$ cat src/rtl/logic_op_sched_if.sv
// Bundle of requester, operator-write, consumer-read and flush signals for logic_op_sched.
// The master side drives requests; the slave side is the scheduler.
interface logic_op_sched_if #(
  parameter int NREQ       = 4,
  parameter int SLOT_BITS  = 2,
  parameter int DATA_WIDTH = 64
);
  logic [NREQ-1:0]            req;
  logic [NREQ*SLOT_BITS-1:0]  req_slot;
  logic [NREQ*DATA_WIDTH-1:0] req_oprndA;
  logic [NREQ*DATA_WIDTH-1:0] req_oprndB;
  logic [NREQ-1:0]            gnt;
  logic                       wren;
  logic [3:0]                 wraddrs;
  logic [DATA_WIDTH-1:0]      oprndA;
  logic [DATA_WIDTH-1:0]      oprndB;
  logic                       rd_req;
  logic [3:0]                 rd_addrs;
  logic                       rd_release;
  logic                       rdenA;
  logic [3:0]                 rdaddrsA;
  logic                       rd_stall;
  logic                       flush;
  logic                       flush_busy;
  logic [15:0]                slot_valid;

  modport master (
    output req, req_slot, req_oprndA, req_oprndB, rd_req, rd_addrs, rd_release, flush,
    input  gnt, wren, wraddrs, oprndA, oprndB, rdenA, rdaddrsA, rd_stall, flush_busy, slot_valid
  );

  modport slave (
    input  req, req_slot, req_oprndA, req_oprndB, rd_req, rd_addrs, rd_release, flush,
    output gnt, wren, wraddrs, oprndA, oprndB, rdenA, rdaddrsA, rd_stall, flush_busy, slot_valid
  );
endinterface

$ cat src/rtl/logic_op_sched.sv
// Round-robin write-port scheduler and 16-slot result scoreboard for a logic-operator
// result RAM, with a sequenced zero-fill flush.
module logic_op_sched #(
  parameter int NREQ       = 4,
  parameter int SLOT_BITS  = 2,
  parameter int DATA_WIDTH = 64
) (
  input logic              CLK,
  input logic              RESET,
  logic_op_sched_if.slave  bus
);
  localparam int TB = $clog2(NREQ);

  typedef enum logic {ST_RUN, ST_FLUSH} state_t;

  state_t                r_state, w_state_next;
  logic [3:0]            r_cnt;
  logic [TB-1:0]         r_rr_ptr;
  logic [NREQ-1:0]       r_gnt;
  logic                  r_wren;
  logic [3:0]            r_wraddrs;
  logic [DATA_WIDTH-1:0] r_oprnd_a, r_oprnd_b;
  logic [15:0]           r_slot_valid, w_slot_valid_next;

  logic [NREQ-1:0]       w_elig;
  logic                  w_found;
  logic [TB-1:0]         w_winner, w_idx;
  logic [3:0]            w_win_addr;
  logic                  w_rden;

  // A requester is masked on its own grant cycle so a held req cannot write twice.
  always_comb begin
    for (int i = 0; i < NREQ; i++)
      w_elig[i] = bus.req[i] & ~r_gnt[i]
                & ~r_slot_valid[{TB'(i), bus.req_slot[i*SLOT_BITS +: SLOT_BITS]}];
  end

  // NOTE: every always_comb output gets a default first so no latch is inferred.
  always_comb begin
    w_found  = 1'b0;
    w_winner = '0;
    w_idx    = '0;
    for (int off = 1; off <= NREQ; off++) begin
      w_idx = r_rr_ptr + TB'(off);
      if (!w_found && w_elig[w_idx]) begin
        w_found  = 1'b1;
        w_winner = w_idx;
      end
    end
  end

  assign w_win_addr = {w_winner, bus.req_slot[w_winner*SLOT_BITS +: SLOT_BITS]};

  // No RAM bypass: a read of the slot being written this cycle waits one cycle.
  assign w_rden = bus.rd_req & r_slot_valid[bus.rd_addrs]
                & ~(r_wren && (r_wraddrs == bus.rd_addrs))
                & (r_state == ST_RUN);

  always_comb begin
    w_slot_valid_next = r_slot_valid;
    if (r_state == ST_RUN && w_found) w_slot_valid_next[w_win_addr] = 1'b1;
    if (w_rden && bus.rd_release)     w_slot_valid_next[bus.rd_addrs] = 1'b0;
    if (r_state == ST_FLUSH)          w_slot_valid_next[r_cnt] = 1'b0;
  end

  always_comb begin
    w_state_next = r_state;
    case (r_state)
      ST_RUN:   if (bus.flush)      w_state_next = ST_FLUSH;
      ST_FLUSH: if (r_cnt == 4'hF)  w_state_next = ST_RUN;
      default:                      w_state_next = ST_RUN;
    endcase
  end

  // NOTE: sequential state uses non-blocking assignments so all registers update together.
  always_ff @(posedge CLK or posedge RESET) begin
    if (RESET) r_state <= ST_RUN;
    else       r_state <= w_state_next;
  end

  always_ff @(posedge CLK or posedge RESET) begin
    if (RESET) begin
      r_cnt        <= '0;
      r_rr_ptr     <= TB'(NREQ - 1);
      r_gnt        <= '0;
      r_wren       <= 1'b0;
      r_wraddrs    <= '0;
      r_oprnd_a    <= '0;
      r_oprnd_b    <= '0;
      r_slot_valid <= '0;
    end else begin
      r_slot_valid <= w_slot_valid_next;
      if (r_state == ST_FLUSH) begin
        r_gnt     <= '0;
        r_wren    <= 1'b1;
        r_wraddrs <= r_cnt;
        r_oprnd_a <= '0;
        r_oprnd_b <= '0;
        r_cnt     <= r_cnt + 4'd1;
      end else begin
        r_cnt <= '0;
        if (w_found) begin
          r_gnt     <= NREQ'(1) << w_winner;
          r_wren    <= 1'b1;
          r_wraddrs <= w_win_addr;
          r_oprnd_a <= bus.req_oprndA[w_winner*DATA_WIDTH +: DATA_WIDTH];
          r_oprnd_b <= bus.req_oprndB[w_winner*DATA_WIDTH +: DATA_WIDTH];
          r_rr_ptr  <= w_winner;
        end else begin
          r_gnt  <= '0;
          r_wren <= 1'b0;
        end
      end
    end
  end

  assign bus.gnt        = r_gnt;
  assign bus.wren       = r_wren;
  assign bus.wraddrs    = r_wraddrs;
  assign bus.oprndA     = r_oprnd_a;
  assign bus.oprndB     = r_oprnd_b;
  assign bus.rdenA      = w_rden;
  assign bus.rdaddrsA   = bus.rd_addrs;
  assign bus.rd_stall   = bus.rd_req & ~w_rden;
  assign bus.flush_busy = (r_state == ST_FLUSH);
  assign bus.slot_valid = r_slot_valid;
endmodule

$ cat src/flat_wrapper.sv
// flat-port wrapper written by rule: the top's interface ports become plain ports
module logic_op_sched_flat 
#(
  parameter int NREQ       = 4,
  parameter int SLOT_BITS  = 2,
  parameter int DATA_WIDTH = 64
)
  (CLK, RESET, bus_req, bus_req_slot, bus_req_oprndA, bus_req_oprndB, bus_rd_req, bus_rd_addrs, bus_rd_release, bus_flush, bus_gnt, bus_wren, bus_wraddrs, bus_oprndA, bus_oprndB, bus_rdenA, bus_rdaddrsA, bus_rd_stall, bus_flush_busy, bus_slot_valid);
  logic_op_sched_if #(.NREQ(NREQ), .SLOT_BITS(SLOT_BITS), .DATA_WIDTH(DATA_WIDTH)) bus_i ();
  input logic CLK;
  input logic RESET;
  input wire logic [$bits(bus_i.req)-1:0] bus_req;
  input wire logic [$bits(bus_i.req_slot)-1:0] bus_req_slot;
  input wire logic [$bits(bus_i.req_oprndA)-1:0] bus_req_oprndA;
  input wire logic [$bits(bus_i.req_oprndB)-1:0] bus_req_oprndB;
  input wire logic [$bits(bus_i.rd_req)-1:0] bus_rd_req;
  input wire logic [$bits(bus_i.rd_addrs)-1:0] bus_rd_addrs;
  input wire logic [$bits(bus_i.rd_release)-1:0] bus_rd_release;
  input wire logic [$bits(bus_i.flush)-1:0] bus_flush;
  output wire logic [$bits(bus_i.gnt)-1:0] bus_gnt;
  output wire logic [$bits(bus_i.wren)-1:0] bus_wren;
  output wire logic [$bits(bus_i.wraddrs)-1:0] bus_wraddrs;
  output wire logic [$bits(bus_i.oprndA)-1:0] bus_oprndA;
  output wire logic [$bits(bus_i.oprndB)-1:0] bus_oprndB;
  output wire logic [$bits(bus_i.rdenA)-1:0] bus_rdenA;
  output wire logic [$bits(bus_i.rdaddrsA)-1:0] bus_rdaddrsA;
  output wire logic [$bits(bus_i.rd_stall)-1:0] bus_rd_stall;
  output wire logic [$bits(bus_i.flush_busy)-1:0] bus_flush_busy;
  output wire logic [$bits(bus_i.slot_valid)-1:0] bus_slot_valid;
  assign bus_i.req = bus_req;
  assign bus_i.req_slot = bus_req_slot;
  assign bus_i.req_oprndA = bus_req_oprndA;
  assign bus_i.req_oprndB = bus_req_oprndB;
  assign bus_i.rd_req = bus_rd_req;
  assign bus_i.rd_addrs = bus_rd_addrs;
  assign bus_i.rd_release = bus_rd_release;
  assign bus_i.flush = bus_flush;
  assign bus_gnt = bus_i.gnt;
  assign bus_wren = bus_i.wren;
  assign bus_wraddrs = bus_i.wraddrs;
  assign bus_oprndA = bus_i.oprndA;
  assign bus_oprndB = bus_i.oprndB;
  assign bus_rdenA = bus_i.rdenA;
  assign bus_rdaddrsA = bus_i.rdaddrsA;
  assign bus_rd_stall = bus_i.rd_stall;
  assign bus_flush_busy = bus_i.flush_busy;
  assign bus_slot_valid = bus_i.slot_valid;
  logic_op_sched #(.NREQ(NREQ), .SLOT_BITS(SLOT_BITS), .DATA_WIDTH(DATA_WIDTH)) u_core (.CLK(CLK), .RESET(RESET), .bus(bus_i));
endmodule
$ cat config.mk
export PLATFORM = sky130hd
export DESIGN_NAME = logic_op_sched_flat
export DESIGN_NICKNAME = d
export VERILOG_FILES = /design/src/rtl/logic_op_sched_if.sv /design/src/rtl/logic_op_sched.sv /design/src/flat_wrapper.sv
export SDC_FILE = /design/constraint.sdc
export NUM_CORES = 1
export LEC_CHECK = 0
export BUFFER_PORTS_ARGS = -buffer_cell sky130_fd_sc_hd__buf_2
export CORE_AREA = 2 2 266 268
export CTS_CLUSTER_SIZE = 8
export DETAILED_ROUTE_END_ITERATION = 12
export DIE_AREA = 0 0 268 270
export GPL_TIMING_DRIVEN = 0
export PLACE_DENSITY = 0.47
export SLEW_MARGIN = 10
export SYNTH_ARGS = -nofsm -noshare
export SYNTH_HDL_FRONTEND = slang
export SYNTH_SLANG_ARGS = --single-unit
$ cat constraint.sdc
create_clock -name CLK -period 15.6 [get_ports CLK]
set_input_delay 3.12 -clock CLK [delete_from_list [all_inputs] [get_ports CLK]]
set_output_delay 3.12 -clock CLK [all_outputs]
set_load 0.005 [all_outputs]
**Yosys cells after proc, flatten, opt, wreduce, memory -nomap -nowiden**

Cells that the tools add are included.

- Word-level logic and storage cells: 124
- Register bits after elaboration: 160
- Bits of input ports: 533
- Output and inout bits: 160

- Bitwise gates (word level): 28
- Mux-type cells: 49
- Eq/ne operators: 2
- Add/subtract/negate cells: 4
- Reduce and logical (&&, ||, !) cells: 14
- Shift operators: 4
- Order comparisons: 14

Operators with widths:

| cell | count |
|---|---|
| variable part select 256 x 9 -> 64 bit | 2 |
| two-way mux 64 bit | 4 |
| two-way mux 16 bit | 3 |
| bitwise AND 16 bit | 2 |
| inverter 16 bit | 2 |
| less-than comparator 4 x 5 -> 1 bit, second input constant | 5 |
| two-way mux 1 bit | 20 |
| two-way mux 4 bit | 5 |
| binary-select mux 1 bit (select 2 bit) | 8 |
| OR 16 bit | 1 |
| bitwise AND 1 bit | 12 |
| demux 1 bit (select 4 bit) | 3 |
| >= comparator 4 x 1 -> 1 bit, second input constant | 3 |
| less-than comparator 2 x 3 -> 1 bit, second input constant | 4 |
| inverter 1 bit | 11 |
| logical AND 1 bit | 9 |
| two-way mux 2 bit | 4 |
| variable part select 8 x 4 -> 2 bit | 1 |
| less-than comparator 2 x 5 -> 1 bit, second input constant | 1 |
| less-than comparator 3 x 5 -> 1 bit, second input constant | 1 |
| adder 2 bit, second input constant | 2 |
| adder 4 x 1 -> 4 bit, second input constant | 1 |
| binary-select mux 1 bit (select 4 bit) | 1 |
| == test 4 bit | 1 |
| other kinds (7) | 9 |

**Logic depth before layout (Yosys ltp)**

Gate-level depths: netlist (run 1).

- Word-level depth: 27
- Gate-level depth with buffers: 9
- Gate-level depth less buffers: 6

**Least setup slack after synthesis (run 1)**

Ideal clock, no wire load.

- Path type: in2out
- Start: in bus_rd_addrs[0]
- End: out bus_rd_stall
- Cell stages on the path: 6
- Path slack: 7.781 ns
- Data required time: 12.480 ns
- Arrival time: 4.699 ns
- Path buffers: 2
- Cells stage by stage: buf_2 > mux4_2 > mux4_2 > o2111a_1 > clkbuf_1 > nor2b_1

- Longest elaborated chain between the ends: 7
- Elaborated cells on any way between the ends: 10
- Classes of those cells: eq/ne (1); mux (2); bitwise (6); reduce/logical (1)

RTL lines:

| element | line | text |
|---|---|---|
| from (decl) | flat_wrapper.sv:17 | `input wire logic [$bits(bus_i.rd_addrs)-1:0] bus_rd_addrs;` |
| binary-select mux 1 bit (select 4 bit) or == test 4 bit (tied branches) | logic_op_sched.sv:55, logic_op_sched.sv:56 |  |
| two-way mux 1 bit (implied by the code) or logical AND 1 bit (tied branches) | logic_op_sched.sv:55, logic_op_sched.sv:56 |  |
| bitwise AND 1 bit or inverter 1 bit (tied branches) | logic_op_sched.sv:55, logic_op_sched.sv:56 |  |
| bitwise AND 1 bit * | logic_op_sched.sv:56 | `& ~(r_wren && (r_wraddrs == bus.rd_addrs))` |
| bitwise AND 1 bit * | logic_op_sched.sv:57 | `& (r_state == ST_RUN);` |
| named net bus_rdenA | flat_wrapper.sv:25 | `output wire logic [$bits(bus_i.rdenA)-1:0] bus_rdenA;` |
| inverter 1 bit * | logic_op_sched.sv:124 | `assign bus.rd_stall = bus.rd_req & ~w_rden;` |
| bitwise AND 1 bit * | logic_op_sched.sv:124 |  |
| to (decl) | flat_wrapper.sv:27 | `output wire logic [$bits(bus_i.rd_stall)-1:0] bus_rd_stall;` |

Mark *: on every way through the listed nets, which the timed path passes. The rest lies on a longest branch. The select of a mux whose other input is x is not followed.

**Worst setup path after layout (run 1)**

- Start: in bus_rd_addrs[0]
- End: out bus_rd_stall

- Longest elaborated chain between the ends: 7
- Elaborated cells on any way between the ends: 10
- Classes of those cells: eq/ne (1); mux (2); bitwise (6); reduce/logical (1)

RTL lines:

| element | line |
|---|---|
| binary-select mux 1 bit (select 4 bit) or == test 4 bit (tied branches) | logic_op_sched.sv:55, logic_op_sched.sv:56 |
| two-way mux 1 bit (implied by the code) or logical AND 1 bit (tied branches) | logic_op_sched.sv:55, logic_op_sched.sv:56 |
| bitwise AND 1 bit or inverter 1 bit (tied branches) | logic_op_sched.sv:55, logic_op_sched.sv:56 |
| bitwise AND 1 bit * | logic_op_sched.sv:56 |
| bitwise AND 1 bit * | logic_op_sched.sv:57 |
| inverter 1 bit * | logic_op_sched.sv:124 |
| bitwise AND 1 bit * | logic_op_sched.sv:124 |

Mark *: on every way between the ends. The rest lies on a longest branch, timed or not. The select of a mux whose other input is x is not followed.

==> results of run 1 <==
-- per-layer routing --
metal	vias up	wire (um)	track usage (%)
li1	5385	-	-
met1	5711	22960	16.94
met2	575	29760	28.16
met3	76	3642	3.465
met4	2	1894	5.954
met5	-	11	0
-- power by group through the flow --
| stage | Clock (mW) | Sequential [mW] | Combinational, mW |
|---|---|---|---|
| 2_1_floorplan | 0 | 0.589 | 1.01 |
| 3_3_place_gp | 0 | 0.596 | 1.64 |
| 3_5_place_dp | 0 | 0.601 | 1.65 |
| 4_1_cts | 0.478 | 0.594 | 1.65 |
| 5_1_grt | 0.493 | 0.606 | 1.76 |
| 6_report | 0.455 | 0.595 | 1.63 |
-- through the flow --
stage               hold WS [ns]  util [%]
floorplan                 0.4861         -
global placement          0.4706     22.05
detailed placement        0.4756     22.12
CTS                       0.4910     22.99
global route              0.4997     23.00
finish                    0.4867     23.01
-- cells in the final DEF, fill, tap and decap left out, types with 10 or more instances in the layout --
| cell | instances |
|---|---|
| sky130_fd_sc_hd__mux2i_1 | 260 |
| sky130_fd_sc_hd__buf_2 | 715 |
| sky130_fd_sc_hd__clkbuf_16 | 17 |
| sky130_fd_sc_hd__nor2_1 | 11 |
| sky130_fd_sc_hd__a32o_1 | 130 |
| sky130_fd_sc_hd__inv_1 | 13 |
| sky130_fd_sc_hd__dfrtp_1 | 158 |
| sky130_fd_sc_hd__nand2_1 | 273 |
| sky130_fd_sc_hd__buf_1 | 10 |
| sky130_fd_sc_hd__clkbuf_1 | 29 |
| sky130_fd_sc_hd__buf_6 | 29 |
-- sequential cells by signal (all words and copies together) (netlist names) --
signal	flops
u_core.bus.gnt	4
u_core.bus.oprndA	64
u_core.bus.oprndB	64
u_core.bus.wren	1
u_core.bus.slot_valid	16
u_core.bus.wraddrs	4
u_core.bus.flush_busy	1
u_core.r_rr_ptr	2
u_core.r_cnt	4
-- worst max-delay path, cell delays in order --
cell	delay (ns)
sky130_fd_sc_hd__buf_2	0.19
sky130_fd_sc_hd__mux4_2	0.56
sky130_fd_sc_hd__mux4_2	0.49
sky130_fd_sc_hd__o2111a_1	0.15
sky130_fd_sc_hd__clkbuf_1	0.20
sky130_fd_sc_hd__nor2b_1	0.15
sky130_fd_sc_hd__buf_2	0.13
-- cells by family after synthesis --
group | count (synthesis) | synth area share [%]
multiplexers | 273 | 26.56
buffers and inverters | 112 | 6.420
XOR/XNOR | 6 | 0.4911
AND/OR/NAND/NOR | 327 | 12.65
adder cells (fa/ha/maj) | 4 | 0.4677
flip-flops | 160 | 37.44
AO/OA/AOI/OAI | 183 | 15.97
-- how the worst max path moves through the flow --
stage | start | endpoint | slack [ns]
after floorplan | bus_rd_addrs[0] | bus_rd_stall | 7.78
after global placement | RESET | u_core.bus.oprndA[60] | 5.69
after detailed placement | bus_rd_addrs[0] | bus_rd_stall | 7.53
after CTS | bus_rd_addrs[0] | bus_rd_stall | 7.52
after global routing | bus_rd_addrs[0] | bus_rd_stall | 7.38
final | bus_rd_addrs[0] | bus_rd_stall | 7.50
-- final cells by class --
cell class	instances	area, sq um	share of cell area, %
flip-flops and latches	160	4006	25.04
inverters	14	60.06	0.3754
well taps	940	1176	7.351
clock buffers	19	452.9	2.831
plain buffers	98	635.6	3.972
multi-input cells	793	6013	37.58
clock inverters	13	152.6	0.9540
repair buffers	693	3493	21.83
diodes	4	10.01	0.06256
==> summary.log, run 1 <==
qor: power_and_ir_drop.netSwitchingPower 1.270 mW
qor: setup_path.crit_arrival 4.98 ns
qor: timing.max_freq 0.1234 GHz
qor: clock_tree.clock_tree.htree_level_count 4
qor: timing.worst-slew-pin-transition 1.208 ns
qor: synthesis.synth_nets 1,602
qor: setup_path.criticalPathCategory input port to primary output
qor: setup_path.r2r_end u_core.bus.oprndB[21]
qor: setup_path.setup.worst_path.end_class primary output
qor: finish.post_route_cells_drive_above_1_share 45.14%
qor: finish.layout.cells.non_filler 2,734
qor: clock_tree.cts.root.buffer_cell sky130_fd_sc_hd__clkbuf_16
qor: detailed_routing.route.detailed.drc 0
qor: timing.period_minus_slack 8.101 ns
qor: floorplanning.io_pins 693
qor: clock_tree.cts_buffers 17
qor: setup_path.r2r_setup_slack 11.89 ns
qor: floorplanning.placeableCoreArea 69,540 sq um
qor: power_and_ir_drop.ir_drop 93.62 uV
qor: clock_tree.clockBufferDepth 2
qor: grt.gr-usage-all-layers 15.33%
qor: detailed_routing.postRouteAntennaNets 0
qor: power_and_ir_drop.cellLeakagePower 8.445 nW
qor: flow_run.cap_viol_max_count 0
qor: clock_tree.cts_post_setup_buffers_inserted 0
qor: grt.grt_first_pass_wirelength 80,210 um
qor: detailed_routing.drt_iter0_drc 571
qor: timing.finalSetupTns 0 ns
qor: finish.stdcell_area 16,000 sq um
qor: synthesis.cell_with_the_most_instances_after_synthesis sky130_fd_sc_hd__nand2_1
qor: synthesis.yosysWarnings 0
qor: synthesis.synth_cells 1,065
qor: setup_path.reg2reg_from u_core.bus.slot_valid[6]
qor: power_and_ir_drop.power.sequential.fraction 22.2%
qor: clock_tree.tritoncts yes
qor: setup_path.cp_data_required_time 12.48 ns
qor: power_and_ir_drop.internal_power 1.408 mW
qor: synthesis.post_synth_main_area_contributors sky130_fd_sc_hd__dfrtp_1, sky130_fd_sc_hd__mux2i_1, sky130_fd_sc_hd__a32o_1, sky130_fd_sc_hd__nand2_1, sky130_fd_sc_hd__buf_6
qor: synthesis.netlist_area 10,700 sq um
qor: power_and_ir_drop.switching_part_of_the_total 47.42%
qor: placed_design.placement.cell_area 15,380 sq um
qor: clock_tree.clock_insertion_delay_worst_skew 0.47 ns
qor: synthesis.mean_post_synth_cell_area 10.05 sq um
qor: synthesis.ys_top_cells_by_count sky130_fd_sc_hd__nand2_1, sky130_fd_sc_hd__mux2i_1, sky130_fd_sc_hd__dfrtp_1
qor: setup_path.timing.critical_path.from_type input port
qor: power_and_ir_drop.clkPwrFrac 17.0%
qor: timing.min_period_over_period 51.93%
qor: detailed_routing.finalWirelength 58,270 um
qor: placed_design.post-place-ws 7.531 ns
qor: grt.grt_pass1_vias 12,480
qor: grt.maximum_number_of_pins_on_one_net_before_global_route_repair 83
qor: clock_tree.tritoncts_num_sinks 160
qor: power_and_ir_drop.power_frac_comb 60.8%
qor: status.outcome finished clean
qor: finish.fill_cells 7,753
qor: synthesis.yosysSeqAreaShare 37.44%
qor: placed_design.dpl.cell_count 2,698
qor: detailed_routing.avgRoutedWirePerCell 21.31 um
qor: synthesis.ys.flop_type sky130_fd_sc_hd__dfrtp_1
qor: synthesis.netlist.top_cell.by_area sky130_fd_sc_hd__dfrtp_1
qor: synthesis.synth_enable_flop_cells 0
qor: detailed_routing.detailroute.via_count 11,750
qor: timing.relSlewSlack 19.44%
qor: hold_path.hold-path-cell-count 1
qor: grt.antenna_violations_before_repair 11
qor: detailed_routing.count_of_tritonroute_iterations_in_the_first_routing_pass 5
qor: hold_path.hp-start u_core.bus.oprndA[4]
qor: floorplanning.initial_utilization 15.39%
qor: clock_tree.cts.repair.resized 0
qor: timing.grt_setup_unrepaired no
qor: clock_tree.worst_setup_hold_path_clk_slew 0.07 ns
qor: power_and_ir_drop.fin_total_pwr 2.679 mW
qor: detailed_routing.post_drt_via_cell_ratio 4.297
qor: power_and_ir_drop.powerDensity 167.4 nW/um^2
qor: clock_tree.postCtsHoldBufs 0
qor: hold_path.min_delay_worst_endpoint u_core.bus.oprndA[4]
qor: floorplanning.die-width 268 um
qor: timing.clock_skew 0.01263 ns
qor: synthesis.async_reset_ff_share 100.0%
qor: synthesis.post_synth_num_cell_types 60
qor: floorplanning.std_cell_rows 97
qor: timing.worst_slack 7.499 ns
qor: hold_path.hold_path_class flip-flop to flip-flop
qor: synthesis.synth-seq-cells 160
qor: finish.fin_nets 2,314
qor: grt.grt_remaining_overflow 0
qor: placed_design.gp_routability_congestion 0.9236
qor: floorplanning.design.die.area 72,360 sq um
qor: timing.report.final.hold_viol_count 0
qor: setup_path.crit_path_max_fanout 9
qor: finish.area_growth_syn_to_layout 49.53%
qor: timing.maxSlewViolCount 0
qor: placed_design.place_hpwl 47,500 um
qor: floorplanning.die_h 270 um
qor: setup_path.worstRegToRegCells 8
qor: timing.setup_violation_total_in_the_final_timing_report 0
qor: synthesis.post-synth-top-area-fraction 36.95%
qor: placed_design.buffer_ports.inserted 691
Power figures use the tool's default switching activity.
==> inputs of run 2 (changes only) <==
--- a/config.mk
+++ b/config.mk
@@ -5,13 +5,14 @@
 export SDC_FILE = /design/constraint.sdc
 export NUM_CORES = 1
 export LEC_CHECK = 0
+export ABC_AREA = 1
 export BUFFER_PORTS_ARGS = -buffer_cell sky130_fd_sc_hd__buf_2
-export CORE_AREA = 2 2 266 268
+export CORE_AREA = 2 2 270 272
 export CTS_CLUSTER_SIZE = 8
 export DETAILED_ROUTE_END_ITERATION = 12
-export DIE_AREA = 0 0 268 270
+export DIE_AREA = 0 0 272 274
 export GPL_TIMING_DRIVEN = 0
-export PLACE_DENSITY = 0.47
+export PLACE_DENSITY = 0.46
 export SLEW_MARGIN = 10
 export SYNTH_ARGS = -nofsm -noshare
 export SYNTH_HDL_FRONTEND = slang
==> constraint.sdc (replaced) <==
create_clock -name CLK -period 6.8 [get_ports CLK]
set_input_delay 1.36 -clock CLK [delete_from_list [all_inputs] [get_ports CLK]]
set_output_delay 1.36 -clock CLK [all_outputs]
set_load 0.005 [all_outputs]
==> run 2 against run 1 <==
  * Wire length shrank 0.63%
  * Final cell count is 19% higher
  * Largest power group unchanged
  * Sequential power grew 150%
  * Die area rose by 3.0%
  * First-iteration DRC count grew 50%
  * Highest routed layer unchanged
==> summary.log, run 2 <==
qor: status.outcome finished clean
qor: setup_path.crit_chain buf_2 > inv_2 > nand2_1 > nand3_1 > nand3_1 > nand2_1 > nand2_1 > nand2_1 > nand2_4 > nand4_4 > nor2_1 > buf_2 > buf_1 > nand2_1 > nand2_1
qor: synthesis.synthAdderAreaFrac 0.4927%
qor: power_and_ir_drop.internal_power 4.028 mW
qor: placed_design.gp_routability_congestion 0.9035
qor: detailed_routing.drt_iter0_drc 857
qor: detailed_routing.post_drt_via_cell_ratio 4.054
qor: finish.layout.cells.non_filler 3,261
qor: timing.period_minus_slack 4.798 ns
qor: finish.footprint_of_the_multi_input_gates 5434 sq um
qor: synthesis.synthMuxAreaShare 0%
qor: floorplanning.std_cell_rows 99
qor: synthesis.netlist.top_cell.by_area sky130_fd_sc_hd__dfrtp_1
qor: clock_tree.cts_buffers 17
qor: clock_tree.worst_setup_hold_path_clk_slew 0.07 ns
qor: setup_path.timing.critical_path.from_type input port
qor: setup_path.setup.worst_path.end_class flip-flop
qor: grt.antenna_violations_before_repair 5
qor: setup_path.criticalPathCategory input port to flip-flop
qor: hold_path.hold-path-cell-count 2
qor: timing.report.final.hold_viol_count 0
qor: power_and_ir_drop.switching_part_of_the_total 58.18%
qor: synthesis.post_synth_num_cell_types 32
qor: synthesis.async_reset_ff_share 100.0%
qor: floorplanning.design.die.area 74,530 sq um
qor: timing.worst_slack 2.002 ns
qor: power_and_ir_drop.fin_total_pwr 9.631 mW
qor: power_and_ir_drop.netSwitchingPower 5.603 mW
qor: timing.worst-slew-pin-transition 1.200 ns
qor: placed_design.place_hpwl 47,030 um
qor: power_and_ir_drop.cellLeakagePower 8.668 nW
qor: finish.post_route_cells_drive_above_1_share 35.61%
qor: synthesis.ys.flop_type sky130_fd_sc_hd__dfrtp_1
qor: grt.gr-usage-all-layers 14.77%
qor: setup_path.crit_arrival 5.20 ns
qor: synthesis.yosysWarnings 0
qor: synthesis.synth_cells 1,575
qor: setup_path.r2r_end u_core.bus.oprndA[23]
qor: timing.maxSlewViolCount 0
qor: grt.grt_first_pass_wirelength 81,160 um
qor: power_and_ir_drop.power_frac_comb 74.3%
qor: finish.fill_cells 8,347
qor: timing.setup_violation_total_in_the_final_timing_report 0
qor: setup_path.worst_path_most_repeated_cell sky130_fd_sc_hd__nand2_1
qor: synthesis.synth_top_family_by_area simple AND/OR/NAND/NOR gates
qor: setup_path.cp_data_required_time 7.20 ns
qor: setup_path.critPathMaxStageDelay 0.93 ns
qor: detailed_routing.detailroute.via_count 13,220
qor: power_and_ir_drop.clkPwrFrac 10.4%
qor: power_and_ir_drop.ir_drop 500.3 uV
qor: grt.grt_remaining_overflow 0
qor: clock_tree.clock_insertion_delay_worst_skew 0.48 ns
qor: clock_tree.tritoncts_num_sinks 160
qor: placed_design.buffer_ports.inserted 692
qor: timing.max_freq 0.2084 GHz
qor: synthesis.synth_enable_flop_cells 0
qor: finish.fin_nets 2,824
qor: timing.clock_skew 0.01571 ns
qor: clock_tree.clockBufferDepth 2
qor: synthesis.yosysSeqAreaShare 39.44%
qor: detailed_routing.postRouteAntennaNets 0
qor: synthesis.cell_with_the_most_instances_after_synthesis sky130_fd_sc_hd__nand2_1
qor: clock_tree.tritoncts yes
qor: detailed_routing.finalWirelength 57,900 um
qor: power_and_ir_drop.power.sequential.fraction 15.2%
qor: detailed_routing.avgRoutedWirePerCell 17.75 um
qor: grt.grt_pass1_vias 12,980
qor: floorplanning.die-width 272 um
qor: synthesis.synth_nets 2,112
qor: synthesis.netlist_area 10,160 sq um
qor: floorplanning.io_pins 693
qor: timing.relSlewSlack 20.03%
qor: synthesis.ys_top_cells_by_count sky130_fd_sc_hd__nand2_1, sky130_fd_sc_hd__dfrtp_1, sky130_fd_sc_hd__nand4_1
qor: floorplanning.initial_utilization 14.12%
qor: floorplanning.die_h 274 um
qor: power_and_ir_drop.powerDensity 623.4 nW/um^2
qor: synthesis.mean_post_synth_cell_area 6.450 sq um
qor: clock_tree.postCtsHoldBufs 0
qor: synthesis.area_fraction_in_and_or_nand_and_nor_cells_after_synthesis 49.58%
qor: finish.ff_latch_area 4006 sq um
qor: hold_path.hp-start u_core.bus.oprndA[20]
qor: setup_path.crit_path_max_fanout 10
qor: clock_tree.cts.root.buffer_cell sky130_fd_sc_hd__clkbuf_16
qor: timing.finalSetupTns 0 ns
qor: finish.most-common-layout-cells sky130_fd_sc_hd__nand2_1, sky130_fd_sc_hd__buf_2, sky130_fd_sc_hd__dfrtp_1
qor: finish.area_growth_syn_to_layout 52.08%
qor: clock_tree.clock_tree.htree_level_count 4
qor: grt.maximum_number_of_pins_on_one_net_before_global_route_repair 84
qor: flow_run.cap_viol_max_count 0
qor: timing.min_period_over_period 70.56%
qor: synthesis.synth-compound-area-share 3.005%
qor: finish.final_common_cell sky130_fd_sc_hd__nand2_1
qor: floorplanning.placeableCoreArea 71,970 sq um
qor: clock_tree.cts.repair.resized 0
qor: clock_tree.cts_post_setup_buffers_inserted 0
qor: detailed_routing.count_of_tritonroute_iterations_in_the_first_routing_pass 5
qor: synthesis.parity_gate_share_of_the_synthesized_area_counting_xor_and_xnor_cells 0.4188%
qor: placed_design.post-place-ws 1.321 ns
qor: synthesis.post_synth_main_area_contributors sky130_fd_sc_hd__dfrtp_1, sky130_fd_sc_hd__nand2_1, sky130_fd_sc_hd__nand4_1, sky130_fd_sc_hd__nand3_1, sky130_fd_sc_hd__buf_4
qor: setup_path.r2r_setup_slack 2.57 ns
qor: detailed_routing.route.detailed.drc 0
qor: timing.grt_setup_unrepaired no
qor: hold_path.min_delay_worst_endpoint u_core.bus.oprndA[20]
qor: hold_path.hold_path_class flip-flop to flip-flop
qor: setup_path.worstRegToRegCells 11
qor: synthesis.synth-seq-cells 160
qor: setup_path.crit_slowest_cell sky130_fd_sc_hd__nor2_1
qor: synthesis.post-synth-top-area-fraction 38.92%
qor: setup_path.reg2reg_from u_core.r_rr_ptr[0]
qor: placed_design.dpl.cell_count 3,227
-- run 2: how the worst max path moves through the flow --
stage	from	end	slack [ns]	cells past startpoint
finish	bus_req_slot[4]	u_core.bus.oprndA[23]	2.00	15
global route	bus_req_slot[4]	u_core.bus.oprndA[26]	1.76	15
CTS	bus_req_slot[4]	u_core.bus.oprndA[23]	1.85	15
detailed placement	bus_req_slot[4]	u_core.bus.oprndA[23]	1.32	15
global placement	RESET	u_core.bus.oprndA[4]	-1.43	2
floorplan	RESET	u_core.bus.flush_busy	1.12	1
-- run 2: power by group through the flow --
stage | Combinational (mW) | Clock [mW] | Sequential (mW)
global placement | 7.31 | 0 | 1.48
global route | 7.87 | 1.09 | 1.51
finish | 7.16 | 1.00 | 1.47
detailed placement | 7.21 | 0 | 1.48
CTS | 7.23 | 1.06 | 1.47
floorplan | 4.33 | 0 | 1.49
-- run 2: area by class of cell --
type                    count  share of cell area (%)
diodes                      2                 0.03240
plain buffers              91                   3.296
clock buffers              20                   3.021
clock inverters            12                  0.7694
inverters                  56                   1.409
multi-input cells        1268                   35.17
flip-flops and latches    160                   25.93
well taps                 959                   7.767
repair buffers            693                   22.60
-- run 2: through the flow --
step | cell area (sq um) | util [%] | hold slack (ns)
2_1_floorplan | 10160 | - | 0.4724
3_3_place_gp | 14820 | 20.59 | 0.4584
3_5_place_dp | 14860 | 20.65 | 0.4598
4_1_cts | 15440 | 21.46 | 0.4781
5_1_grt | 15450 | 21.46 | 0.4902
6_report | 15450 | 21.47 | 0.4734
-- run 2: logic make-up (layout without fill, tap and decap cells) --
family / count (synthesis) / after routing
adder cells (fa/ha/maj): 4 / 4
flip-flops: 160 / 160
AND/OR/NAND/NOR: 1205 / 1205
AO/OA/AOI/OAI: 55 / 55
buffers and inverters: 147 / 872
other: 0 / 2
XOR/XNOR: 4 / 4
-- run 2: worst max-delay path: cells and delay by family --
family	cells	cell delay, ns
AND/OR/NAND/NOR	11	2.13
buffers and inverters	4	1.67
-- run 2: layer usage --
| layer | vias up | global-route usage (%) | wire (um) |
|---|---|---|---|
| met4 | 4 | 6.434 | 2190 |
| met3 | 89 | 4.195 | 4095 |
| met1 | 6064 | 17.32 | 23700 |
| li1 | 6482 | - | - |
| met2 | 581 | 25.11 | 27890 |
| met5 | - | 0 | 27 |
==> inputs of run 3 (changes only) <==
--- a/config.mk
+++ b/config.mk
@@ -7,12 +7,12 @@
 export LEC_CHECK = 0
 export ABC_AREA = 1
 export BUFFER_PORTS_ARGS = -buffer_cell sky130_fd_sc_hd__buf_2
-export CORE_AREA = 2 2 270 272
+export CORE_AREA = 2 2 273 275
 export CTS_CLUSTER_SIZE = 8
 export DETAILED_ROUTE_END_ITERATION = 12
-export DIE_AREA = 0 0 272 274
+export DIE_AREA = 0 0 275 277
 export GPL_TIMING_DRIVEN = 0
-export PLACE_DENSITY = 0.46
+export PLACE_DENSITY = 0.44
 export SLEW_MARGIN = 10
 export SYNTH_ARGS = -nofsm -noshare
 export SYNTH_HDL_FRONTEND = slang
==> constraint.sdc (replaced) <==
create_clock -name CLK -period 4.6 [get_ports CLK]
set_input_delay 0.92 -clock CLK [delete_from_list [all_inputs] [get_ports CLK]]
set_output_delay 0.92 -clock CLK [all_outputs]
set_load 0.005 [all_outputs]
==> run 3 against run 2 <==
  * Wire length down 0.14%
  * Total power increased by 48%
  * Clock power up 60%
  * Non-clock buffer count rose by 3
  * Worst hold slack better by 0.0013 ns
  * Critical path type unchanged
  * Sequential share of layout area down 0.17 points
  * Combinational power increased by 47%
  * Setup slack got worse by 1.2 ns
  * Sequential cell count stayed put
  * Clock skew decreased by 0.0017 ns
==> summary.log, run 3 (synthesis results as in run 2) <==
qor: status.outcome finished clean
qor: placed_design.gp_routability_congestion 0.8917
qor: setup_path.critical_path_buffers_and_inverters 4
qor: clock_tree.cts.repair.resized 0
qor: finish.fill_cells 8,547
qor: power_and_ir_drop.netSwitchingPower 8.204 mW
qor: power_and_ir_drop.cellLeakagePower 8.689 nW
qor: hold_path.hp-start u_core.bus.oprndB[61]
qor: hold_path.min_delay_worst_endpoint u_core.bus.oprndB[61]
qor: timing.grt_setup_unrepaired no
qor: grt.grt_remaining_overflow 0
qor: floorplanning.die-width 275 um
qor: power_and_ir_drop.power.sequential.fraction 15.2%
qor: finish.final_common_cell sky130_fd_sc_hd__nand2_1
qor: floorplanning.design.die.area 76,180 sq um
qor: detailed_routing.count_of_tritonroute_iterations_in_the_first_routing_pass 5
qor: clock_tree.clockBufferDepth 2
qor: finish.post_route_cells_drive_above_1_share 35.69%
qor: setup_path.critPathMaxStageDelay 0.77 ns
qor: detailed_routing.detailroute.via_count 13,140
qor: setup_path.timing.critical_path.from_type input port
qor: finish.footprint_of_the_multi_input_gates 5436 sq um
qor: timing.clock_skew 0.01400 ns
qor: placed_design.buffer_ports.inserted 692
qor: setup_path.crit_path_max_fanout 10
qor: timing.min_period_over_period 82.08%
qor: finish.most-common-layout-cells sky130_fd_sc_hd__nand2_1, sky130_fd_sc_hd__buf_2, sky130_fd_sc_hd__dfrtp_1
qor: placed_design.place_hpwl 47,020 um
qor: grt.antenna_violations_before_repair 4
qor: floorplanning.std_cell_rows 100
qor: clock_tree.cts_buffers 17
qor: clock_tree.postCtsHoldBufs 0
qor: placed_design.dpl.cell_count 3,240
qor: power_and_ir_drop.switching_part_of_the_total 57.63%
qor: power_and_ir_drop.fin_total_pwr 14.24 mW
qor: power_and_ir_drop.internal_power 6.032 mW
qor: clock_tree.cts_post_setup_buffers_inserted 0
qor: floorplanning.placeableCoreArea 73,570 sq um
qor: power_and_ir_drop.ir_drop 725.9 uV
qor: hold_path.hold_path_class flip-flop to flip-flop
qor: timing.relSlewSlack 35.55%
qor: clock_tree.tritoncts yes
qor: power_and_ir_drop.powerDensity 915.6 nW/um^2
qor: flow_run.cap_viol_max_count 0
qor: timing.worst-slew-pin-transition 0.9668 ns
qor: grt.grt_pass1_vias 13,330
qor: setup_path.r2r_end u_core.bus.oprndA[26]
qor: setup_path.r2r_setup_slack 0.92 ns
qor: detailed_routing.drt_iter0_drc 785
qor: finish.ff_latch_area 4006 sq um
qor: clock_tree.clock_insertion_delay_worst_skew 0.48 ns
qor: finish.area_growth_syn_to_layout 53.06%
qor: timing.maxSlewViolCount 0
qor: grt.gr-usage-all-layers 14.71%
qor: detailed_routing.post_drt_via_cell_ratio 4.013
qor: power_and_ir_drop.clkPwrFrac 11.2%
qor: setup_path.reg2reg_from u_core.r_rr_ptr[0]
qor: hold_path.hold-path-cell-count 2
qor: clock_tree.tritoncts_num_sinks 160
qor: grt.maximum_number_of_pins_on_one_net_before_global_route_repair 36
qor: detailed_routing.finalWirelength 57,820 um
qor: setup_path.crit_arrival 4.18 ns
qor: floorplanning.io_pins 693
qor: power_and_ir_drop.power_frac_comb 73.6%
qor: detailed_routing.avgRoutedWirePerCell 17.66 um
qor: detailed_routing.route.detailed.drc 0
qor: setup_path.worst_path_most_repeated_cell sky130_fd_sc_hd__nand2_1
qor: timing.max_freq 0.2648 GHz
qor: detailed_routing.postRouteAntennaNets 0
qor: grt.grt_first_pass_wirelength 82,510 um
qor: timing.setup_violation_total_in_the_final_timing_report 0
qor: floorplanning.die_h 277 um
qor: setup_path.cp_data_required_time 5.01 ns
qor: setup_path.worstRegToRegCells 11
qor: setup_path.crit_chain buf_2 > inv_2 > nand2_1 > nand3_1 > nand3_1 > nand2_1 > nand2_1 > nand2_1 > nand2_4 > nand4_4 > nor2_2 > buf_2 > buf_1 > nand2_1 > nand2_1
qor: clock_tree.cts.root.buffer_cell sky130_fd_sc_hd__clkbuf_16
qor: clock_tree.clock_tree.htree_level_count 4
qor: clock_tree.worst_setup_hold_path_clk_slew 0.06 ns
qor: setup_path.criticalPathCategory input port to flip-flop
qor: setup_path.crit_slowest_cell sky130_fd_sc_hd__buf_1
qor: finish.fin_nets 2,827
qor: timing.report.final.hold_viol_count 0
qor: timing.hold_slack 0.4748 ns
qor: timing.period_minus_slack 3.776 ns
qor: finish.layout.cells.non_filler 3,274
qor: setup_path.setup.worst_path.end_class flip-flop
qor: setup_path.path_delay_family simple AND/OR/NAND/NOR gates
qor: floorplanning.initial_utilization 13.81%
## run 3: power groups by stage
stage	logic [mW]	clock network [mW]	registers (mW)
2_1_floorplan	6.40	0	2.20
3_3_place_gp	10.8	0	2.19
3_5_place_dp	10.6	0	2.18
4_1_cts	10.7	1.68	2.17
5_1_grt	11.6	1.73	2.23
6_report	10.5	1.60	2.17
## run 3: layout make-up
type,instances,area share [%]
Tap cell,969,7.798
Antenna cell,2,0.03219
Sequential cell,160,25.77
Clock buffer,18,2.760
Multi-Input combinational cell,1268,34.96
Clock inverter,14,1.239
Inverter,56,1.376
Timing Repair Buffer,696,22.79
Buffer,91,3.275
## run 3: metal layers
layer	up-vias	GRT usage, %	routed length, um
met5	-	0	0
met4	0	6.376	1947
met1	6054	17.57	23960
met2	540	24.80	27790
li1	6475	-	-
met3	70	3.676	4125
## run 3: metrics by stage
| step | utilization, % | worst slack, ns | setup TNS [ns] | area, sq um |
|---|---|---|---|---|
| final | 21.13 | 0.8241 | 0 | 15550 |
| after global routing | 21.13 | 0.4194 | 0 | 15550 |
| after CTS | 21.13 | 0.4859 | 0 | 15540 |
| after detailed placement | 20.28 | -0.04030 | -0.2397 | 14920 |
| after global placement | 20.17 | -0.4861 | -7.686 | 14840 |
| after floorplan | - | 1.653 | 0 | 10160 |
## run 3: worst min-delay path: cells and delay by family, from the launching register on
kind,cells,cell delay [ns]
flops,1,0.34
simple gates,2,0.11
## run 3: worst max-delay path by stage
stage	start	endpoint	slack (ns)	cells past startpoint
2_1_floorplan	RESET	u_core.bus.flush_busy	1.65	1
3_3_place_gp	bus_req_slot[4]	u_core.bus.oprndA[26]	-0.49	15
3_5_place_dp	bus_req_slot[4]	u_core.bus.oprndA[26]	-0.04	15
4_1_cts	bus_req_slot[4]	u_core.bus.oprndA[26]	0.49	15
5_1_grt	bus_req_slot[6]	u_core.bus.oprndA[28]	0.42	15
6_report	bus_req_slot[4]	u_core.bus.oprndA[26]	0.82	15
